`src/rtl/rf_sequencer.sv`:
```
// Register-transfer sequencer for a 2-entry register file: IDLE -> EXEC -> WRITE -> DONE.
// Define RF_SEQUENCER_SAT_EN to make ADD saturate at all-ones instead of wrapping.
module rf_sequencer #(
   parameter int N = 4
) (
   input  logic         clk,
   input  logic         rst,
   input  logic         instr_valid,
   output logic         instr_ready,
   input  logic [1:0]   instr_op,
   input  logic         instr_dst,
   input  logic         instr_a,
   input  logic         instr_b,
   input  logic [N-1:0] instr_imm,
   output logic         rf_SA,
   output logic         rf_SB,
   output logic         rf_DA,
   output logic         rf_W,
   output logic [N-1:0] rf_D,
   input  logic [N-1:0] rf_A,
   input  logic [N-1:0] rf_B,
   output logic         res_valid,
   output logic [N-1:0] res_data,
   output logic         carry,
   output logic [1:0]   dbg_state
);

   typedef enum logic [1:0] {
      IDLE  = 2'd0,
      EXEC  = 2'd1,
      WRITE = 2'd2,
      DONE  = 2'd3
   } state_t;

   localparam logic [1:0] OP_LDI = 2'b00;
   localparam logic [1:0] OP_MOV = 2'b01;
   localparam logic [1:0] OP_ADD = 2'b10;
   localparam logic [1:0] OP_RD  = 2'b11;

   // Handshake: an instruction transfers on a rising edge where instr_valid and instr_ready are both 1.
   state_t         state_q, state_d;
   logic [1:0]     op_q, op_d;
   logic           dst_q, dst_d;
   logic           a_q, a_d;
   logic           b_q, b_d;
   logic [N-1:0]   imm_q, imm_d;
   logic [N-1:0]   result_q, result_d;
   logic           carry_q, carry_d;
   logic [N-1:0]   res_q, res_d;
   logic [N:0]     sum;
   logic [N-1:0]   exec_res;
   logic           accept;

   assign accept = instr_valid && instr_ready;
   assign sum    = {1'b0, rf_A} + {1'b0, rf_B};

   always_comb begin
      exec_res = rf_A;
      case (op_q)
         OP_LDI: exec_res = imm_q;
         OP_ADD: begin
`ifdef RF_SEQUENCER_SAT_EN
            exec_res = sum[N] ? {N{1'b1}} : sum[N-1:0];
`else
            exec_res = sum[N-1:0];
`endif
         end
         default: exec_res = rf_A;
      endcase
   end

   always_ff @(posedge clk or negedge rst) begin
      if (!rst) begin
         state_q  <= IDLE;
         op_q     <= OP_LDI;
         dst_q    <= 1'b0;
         a_q      <= 1'b0;
         b_q      <= 1'b0;
         imm_q    <= '0;
         result_q <= '0;
         carry_q  <= 1'b0;
         res_q    <= '0;
      end else begin
         state_q  <= state_d;
         op_q     <= op_d;
         dst_q    <= dst_d;
         a_q      <= a_d;
         b_q      <= b_d;
         imm_q    <= imm_d;
         result_q <= result_d;
         carry_q  <= carry_d;
         res_q    <= res_d;
      end
   end

   always_comb begin
      state_d = state_q;
      case (state_q)
         IDLE:    if (accept) state_d = EXEC;
         EXEC:    state_d = (op_q == OP_RD) ? DONE : WRITE;
         WRITE:   state_d = DONE;
         default: state_d = IDLE;
      endcase
   end

   // res_q only loads on the way into DONE so res_data is stable between strobes.
   always_comb begin
      op_d     = op_q;
      dst_d    = dst_q;
      a_d      = a_q;
      b_d      = b_q;
      imm_d    = imm_q;
      result_d = result_q;
      carry_d  = carry_q;
      res_d    = res_q;
      if (state_q == IDLE && accept) begin
         op_d  = instr_op;
         dst_d = instr_dst;
         a_d   = instr_a;
         b_d   = instr_b;
         imm_d = instr_imm;
      end
      if (state_q == EXEC) begin
         result_d = exec_res;
         carry_d  = (op_q == OP_ADD) ? sum[N] : 1'b0;
      end
      if (state_d == DONE && state_q != DONE) res_d = result_d;
   end

   always_comb begin
      instr_ready = rst && (state_q == IDLE);
      rf_SA       = a_q;
      rf_SB       = b_q;
      rf_DA       = dst_q;
      rf_W        = (state_q == WRITE);
      rf_D        = (state_q == WRITE) ? result_q : '0;
      res_valid   = (state_q == DONE);
      res_data    = res_q;
      carry       = carry_q;
      dbg_state   = state_q;
   end

endmodule

```
`config.mk`:
```
export PLATFORM = sky130hd
export DESIGN_NAME = rf_sequencer
export DESIGN_NICKNAME = d
export VERILOG_FILES = /design/src/rtl/rf_sequencer.sv
export SDC_FILE = /design/constraint.sdc
export NUM_CORES = 1
export LEC_CHECK = 0
export CORE_MARGIN = 8
export CORE_UTILIZATION = 48
export DETAILED_ROUTE_END_ITERATION = 12
export HOLD_SLACK_MARGIN = 0.12
export MAX_ROUTING_LAYER = met4
export PLACE_DENSITY = 0.83
export SYNTH_ARGS = -nofsm -noshare
export SYNTH_HDL_FRONTEND = slang
export SYNTH_SLANG_ARGS = --single-unit
```
`constraint.sdc`:
```
create_clock -name clk -period 5.4 [get_ports clk]
set_clock_uncertainty 0.2 [all_clocks]
set_input_delay 1.35 -clock clk [delete_from_list [all_inputs] [get_ports clk]]
set_output_delay 1.35 -clock clk [all_outputs]
set_load 0.005 [all_outputs]
```
==> results.txt, run 1 <==
The flow ran to the end, and the final reports show no timing, DRC or antenna violations. The detailed placer's ending HPWL is roughly 2000 um. After synthesis, the share of flip-flops with an asynchronous set or reset is 100.0%. The terminating pin of the worst hold path is res_data[3]$_DFFE_PN0P_.

The area growth from synthesis to final layout came out at 37.64%. The worst voltage drop across the vdd grid is 0.3100 mV. The number of input and output port buffers inserted is 36. The sum of routed wire segments on met1 came out at around 980 um.

The clock transition at the register clock pins on the worst setup and hold paths after CTS is 0.12 ns. The sequential area share after synthesis is about 45%. The cell internal power dissipation is 0.5471 mW. The endpoint identified for the worst register-to-register timing path is res_data[0]$_DFFE_PN0P_. Hold repair after CTS inserted 0 buffers. For this block, the via count after detailed routing is around 820. The antenna cell count is 0.

Setup violations remaining at the end of the flow were counted as 0. After detailed routing, the number of remaining DRC violations is 0. dfrtp_1 takes more of the synthesized area than any other cell. By area the synthesized netlist is led by dfrtp_1, mux2_2, ha_1.

The worst hold path cell count came out at 2. The via count normalized by instance count is 5.086. The setup slack of the critical path after layout came out at roughly 1.1 ns. After global routing the overflow that remains totals 0.

The critical path launch point type is a primary input. After detailed routing, the met3 layer carries ~120 um of wire. On the worst path, the slowest cell contributes a delay of 0.49 ns. By instance count, the cell type seen most on the critical path is clkdlybuf4s50_1. Synthesis handed over a netlist of a little under 100 instances. The tool flagged a number of max-cap violations equal to 0. The most used flip-flop cell after synthesis is dfrtp_1. A synthesized cell averages 11.58 um2.

The final standard cell utilization of the core came out at 69.91%. The cell at the slowest stage of the critical path is clkdlybuf4s50_1. The fraction of layout instances using a drive strength above 1 is 14.93%. The count of pins on the block boundary is 37.

The critical path goes through clkdlybuf4s50_1 > buf_4 > and2_1 > clkdlybuf4s50_1. Measured in cells, the most critical reg-to-reg path has a length of 5. The starting utilization of the core area is between 50% and 60%. The net switching power came out at 0.2617 mW.

The number of DRC markers after the initial detailed-route iteration came out at 14. The die is about 64 um tall. The largest net degree at the start of global routing is 24.

The die covers 4145 um2. The power density normalized to cell area came out at 523.0 nW/um2. Measured against its own limit, the worst slew margin works out to roughly 73%. The horizontal die dimension came out at about 64 um. The first-pass iteration count of the detailed router came out at 4. For the worst setup path, the data arrival time is 2.74 ns. The core region area came out at 2212 um2. The area of the multi-input gates is between 500 and 600 um2.

The number of nets in the final layout is 164. TritonCTS built the clock tree. The total count of hold-check failures in the final report was 0.

The class of the most critical hold timing path is flop to flop. The critical path is of the primary input to output pin type. The count of buffers added by post-CTS timing repair for setup came out at 0. In this run the critical register-to-register path is launched from dbg_state[1]$_DFF_PN0_.

The post-synthesis sequential element count is 20. The total power consumption of the routed design is between 0.8 and 0.9 mW. The number of global-route vias before repair came out at 916. The number of antenna violations at the first check in global routing is 0.

After detailed routing, no signal wire sits above met4. The maximum fanout along the worst path is 23. The number of enable flip-flop cells after synthesis is 0. Clock latency on the worst-skew pair, taken at its later pin, is 0.29 ns. The power share of the combinational group is 49.5%. CTS placed an instance of clkbuf_4 at the clock tree root. The post-route clock period utilization is 79.41%. The wire length reported by the detailed router is about 2400 um. The global-route wire length before repair came out at between 3000 and 4000 um. The count of pins over their slew limit came out at 0.

The combined global-route utilization of all metal layers is 11.86%. The critical path capture point type is an output pin. The number of nets handed over by synthesis was 126.

The distinct cell type count after synthesis came out at 32. The post-cts resize count came out at 0. For this run, the top clock speed supported by timing is approximately 230 MHz. Across all register-to-register paths, the minimum setup slack is 3.31 ns. The maximum buffer depth of the clock tree came out at 2. The relative contribution of sequential cells to total power came out at around 36%. Detailed routing placed a total of 1279 um of wire on met2. In this run the biggest area consumer among cell types represents 44.54% of the synthesized area. The required time reported for the critical path endpoint came out at 3.85 ns. The deepest level of the CTS H-tree came out at 1. Before CTS, the worst setup slack after placement is approximately 1.1 ns. The netlist area before placement is approximately 1100 um2. The count of nets left with antenna violations once routing finished came out at 0. In this run the most critical hold path is launched from res_data[3]$_DFFE_PN0P_. The total negative setup slack came out at 0 ns. During synthesis, Yosys emitted a total of 0 warnings.

The post-layout minimum cycle time came out at 4.288 ns. The final estimated routing congestion in global placement is 0.8070. Setup repair after global routing left no endpoint under its margin. The flip-flop and latch area came out at 500.5 um2. The total CTS buffers came out at 3. For the pin with the worst max-slew slack, the measured transition is 0.3986 ns.

The count of standard-cell rows is 17. After detailed routing, the average wire length per cell comes to around 15 um. The fill cell total of the finished layout came out at 176. The share of total power dissipated in the clock network is roughly 15%. In this run switching power makes up 32.36% of total power. The total clock sinks came out at 20. The static leakage is 0.6881 nW.
sequential cells by signal, indices dropped and copies added (netlist names):
| register | flops |
|---|---|
| rf_SA | 1 |
| imm_q | 4 |
| res_data | 4 |
| result_q | 4 |
| rf_DA | 1 |
| rf_SB | 1 |
| carry | 1 |
| op_q | 2 |
| dbg_state | 2 |
area by class of cell:
type | instances | area share (%)
multi-input cells | 62 | 35.52
clock inverters | 1 | 1.942
repair buffers | 37 | 23.79
clock buffers | 3 | 1.456
flip-flops and latches | 20 | 32.36
well taps | 28 | 2.265
inverters | 11 | 2.670
synthesized netlist by cell type, types with 2 or more instances:
master	instances
a31oi_1	2
and2_1	5
and3_1	2
buf_2	2
buf_6	2
dfrtp_1	20
ha_1	8
inv_1	11
mux2_2	10
mux2_4	3
nand2_1	3
nor2_1	2
nor2b_1	5
o21ai_0	3
o21ai_1	2
layer usage:
layer / vias up / global-route usage, %
met4: 0 / 2.452
met3: 2 / 3.310
met5: - / -
met2: 23 / 21.24
li1: 408 / -
met1: 391 / 12.68
worst max-delay path, delay by kind of cell:
family	cells	cell delay, ns
buffers and inverters	3	1.21
AND/OR/NAND/NOR	1	0.17
cell families (layout without fill, tap and decap cells):
logic type	after synthesis	after routing	synth area share (%)
multiplexers	14	14	14.92
adder cells (fa/ha/maj)	9	9	10.69
AND/OR/NAND/NOR	21	21	11.47
buffers and inverters	15	52	6.570
flip-flops	20	20	44.54
AO/OA/AOI/OAI	17	17	11.03
XOR/XNOR	1	1	0.7797
how the worst max path moves through the flow:
stage,from,slack (ns),to,cells past startpoint
2_1_floorplan,rst,2.36,instr_ready,1
3_3_place_gp,rst,1.10,instr_ready,4
3_5_place_dp,rst,1.09,instr_ready,4
4_1_cts,rst,1.08,instr_ready,4
5_1_grt,rst,1.04,instr_ready,4
6_report,rst,1.11,instr_ready,4
power groups by stage:
stage	combinational (mW)	clock, mW	sequential (mW)
finish	0.400	0.120	0.288
global route	0.440	0.129	0.299
CTS	0.409	0.122	0.290
detailed placement	0.407	0	0.294
global placement	0.393	0	0.286
floorplan	0.257	0	0.268
per-stage QoR:
stage	hold WS [ns]	instance area, um2	instances
floorplan	0.2714	1124	97
global placement	0.2612	1494	158
detailed placement	0.2698	1494	158
CTS	0.2968	1546	162
global route	0.3278	1546	162
finish	0.2913	1546	162
cells in the final DEF, fill, tap and decap left out, types with 2 or more instances in the layout:
master | Yosys | layout
clkdlybuf4s50_1 | 0 | 36
dfrtp_1 | 20 | 20
inv_1 | 11 | 11
mux2_2 | 10 | 10
ha_1 | 8 | 8
nor2b_1 | 5 | 5
and2_1 | 5 | 5
o21ai_0 | 3 | 3
nand2_1 | 3 | 3
mux2_4 | 3 | 3
clkbuf_4 | 0 | 3
a31oi_1 | 2 | 2
o21ai_1 | 2 | 2
nor2_1 | 2 | 2
and3_1 | 2 | 2
Note: power is estimated with default switching activity, not from simulation.
==> inputs of run 2 (changes only) <==
- CORE_UTILIZATION: 48 -> 40
- PLACE_DENSITY: 0.83 -> 0.74
- clock period: 5.4 -> 3.7 ns (I/O delays scaled with it)
==> run 2 against run 1 <==
  * Non-clock buffer count stayed put
  * Final area is 0.24% higher
  * Wire length is 1.8% higher
  * Combinational power is 47% higher
==> results.txt, run 2 (synthesis results as in run 1) <==
The startpoint identified for the worst hold timing path is res_data[3]$_DFFE_PN0P_. The die span in y is 69 um. The cell sitting at the root of the clock tree is a clkbuf_4. The total number of vias came out at around 850. The number of global-route vias before repair is 952.

The minimum setup slack among reg-to-reg paths is 1.61 ns. The deepest level of the CTS H-tree is 1. The number of remaining DRC errors is 0. The post-route clock period utilization is 84.75%.

The hold buffer count at cts came out at 0. STA puts the critical path data arrival time at 2.01 ns. The terminating pin of the worst hold path is res_data[3]$_DFFE_PN0P_. The total power consumption of the routed design came out at 1.187 mW. The global route total overflow came out at 0. Across the VDD grid, the largest voltage drop is 0.4517 mV.

The first routing iteration left 21 violations. The detailed placer's ending HPWL is 1996 um. After clock tree synthesis, the setup repair step added 0 buffers.

The analysis attributes to cell leakage a power of 0.6881 nW. STA classifies the critical path endpoint as an output pin. For this configuration, the core starts out at a cell density of 41.46%. The library cells used most frequently in the layout, excluding fill and tap cells, are clkdlybuf4s50_1, dfrtp_1, inv_1. The total count of hold-check failures in the final report came out at 0. The maximum operating frequency is 318.9 MHz. For the pin with the worst max-slew slack, the measured transition is roughly 0.40 ns. In this run the tool buffered the top-level ports with 36 buffer cells. The max-capacitance violation count is 0. The area growth from synthesis to final layout came out at 37.97%.

The count of pins over their slew limit came out at 0. The wire length reported by the detailed router is 2432 um. The final estimated routing congestion in global placement is 0.8108. Setup violations remaining at the end of the flow were counted as 0. The combined global-route utilization of all metal layers came out at ~10%.

TritonCTS built the clock tree. The worst hold path cell count came out at 2. After clock tree synthesis, the repair step resized 0 gates.

The floorplan step defined a die boundary enclosing about 4800 um2. The flip-flop and latch area is 500.5 um2. The global-route wire length before repair is 4181 um.

In the final routed layout, each cell accounts on average for 14.74 um. The smallest clock period supported by the final layout is computed as 3.136 ns. The area of the multi-input gates came out at 549.3 um2.

The worst setup path category is primary input to output pin. The floorplan has 19 rows. The count of pins on the block boundary came out at 37.

The fill cell total of the finished layout came out at 269. The antenna cell count is 0. The setup slack of the critical path after layout came out at 0.5641 ns. The later-pin clock latency in the skew report came out at 0.31 ns. The power density normalized to cell area came out at 765.4 nW/um2.

The total negative setup slack came out at 0 ns. The number of antenna violations at the first check in global routing is 0. Timing analysis after detailed placement gives a worst setup slack of 0.4755 ns. The total clock sinks is 20.

The maximum buffer depth of the clock tree came out at 2. The post-route netlist has ~15% of its cells at a drive strength greater than 1. Clock tree synthesis inserted a total of 3 buffers. The via count normalized by instance count came out at 5.170. The clock transition at the register clock pins on the worst setup and hold paths after CTS came out at 0.11 ns. From left edge to right edge, the die measures 69 um. The worst slew margin relative to its limit is 73.12%.

The startpoint identified for the worst register-to-register timing path is dbg_state[1]$_DFF_PN0_. The critical path launch point type is a primary input. In the final design database the tool counted 164 nets. The library cell used most frequently in the layout, excluding fill and tap cells, is clkdlybuf4s50_1.

For this run, the detailed router's first-pass iteration total came to 4. The core region area came out at 2710 um2. In this run the worst hold path is classified as flop to flop. The largest net degree at the start of global routing is 23. The flow ran to the end, and the final reports show no timing, DRC or antenna violations. Setup repair after global routing left no endpoint under its margin. Data on the critical path is required at its endpoint by 2.57 ns. In this run the remaining antenna-violating nets after routing total 0. In this run the worst path has a maximum fanout of 2. The terminus of the critical flop-to-flop path is res_data[1]$_DFFE_PN0P_. Measured in cells, the most critical reg-to-reg path has a length of 5.
==> run 2: cell counts in the layout (fill, tap and decap cells not counted) <==
No cell type changed its count.
==> run 2: worst max-delay path, stage by stage <==
cell and delay [ns]:
clkdlybuf4s50_1 0.47, and2_1 0.12, clkdlybuf4s50_1 0.49
==> run 2: layout make-up <==
class	count	area share [%]
inverter	11	2.663
sequential	20	32.28
multi-input combinational	62	35.43
clock buffer	3	1.453
clock inverter	1	1.937
tap	31	2.502
timing repair buffer	37	23.73
==> run 2: worst max path at each step <==
stage / slack [ns] / to / startpoint / cells after the start
after floorplan: 1.16 / res_data[2]$_DFFE_PN0P_ / rf_A[0] / 7
after CTS: 0.55 / instr_ready / rst / 3
after global placement: 0.53 / res_data[2]$_DFFE_PN0P_ / rf_A[0] / 8
after global routing: 0.54 / instr_ready / rst / 3
after detailed placement: 0.48 / res_data[2]$_DFFE_PN0P_ / rf_A[0] / 8
final: 0.56 / instr_ready / rst / 3
==> run 2: report_power, final <==
| part | internal, mW | switching [mW] |
|---|---|---|
| clock | 0.109 | 0.0699 |
| combinational | 0.361 | 0.225 |
| sequential | 0.329 | 0.0924 |
==> run 2: per-stage QoR <==
stage | utilization [%] | hold WS (ns) | instance area (um2) | std cells
2_1_floorplan | - | 0.2714 | 1124 | 97
3_3_place_gp | 55.26 | 0.2695 | 1498 | 161
3_5_place_dp | 55.26 | 0.2724 | 1498 | 161
4_1_cts | 57.20 | 0.3009 | 1550 | 165
5_1_grt | 57.20 | 0.3374 | 1550 | 165
6_report | 57.20 | 0.3012 | 1550 | 165
==> run 2: per-layer routing <==
metal | GRT usage (%) | share of wire, % | vias to the layer above
li1 | - | - | 405
met1 | 11.22 | 42 | 414
met2 | 17.11 | 49 | 30
met3 | 3.433 | 7.1 | 4
met4 | 4.328 | 1.7 | 0
met5 | - | 0 | -
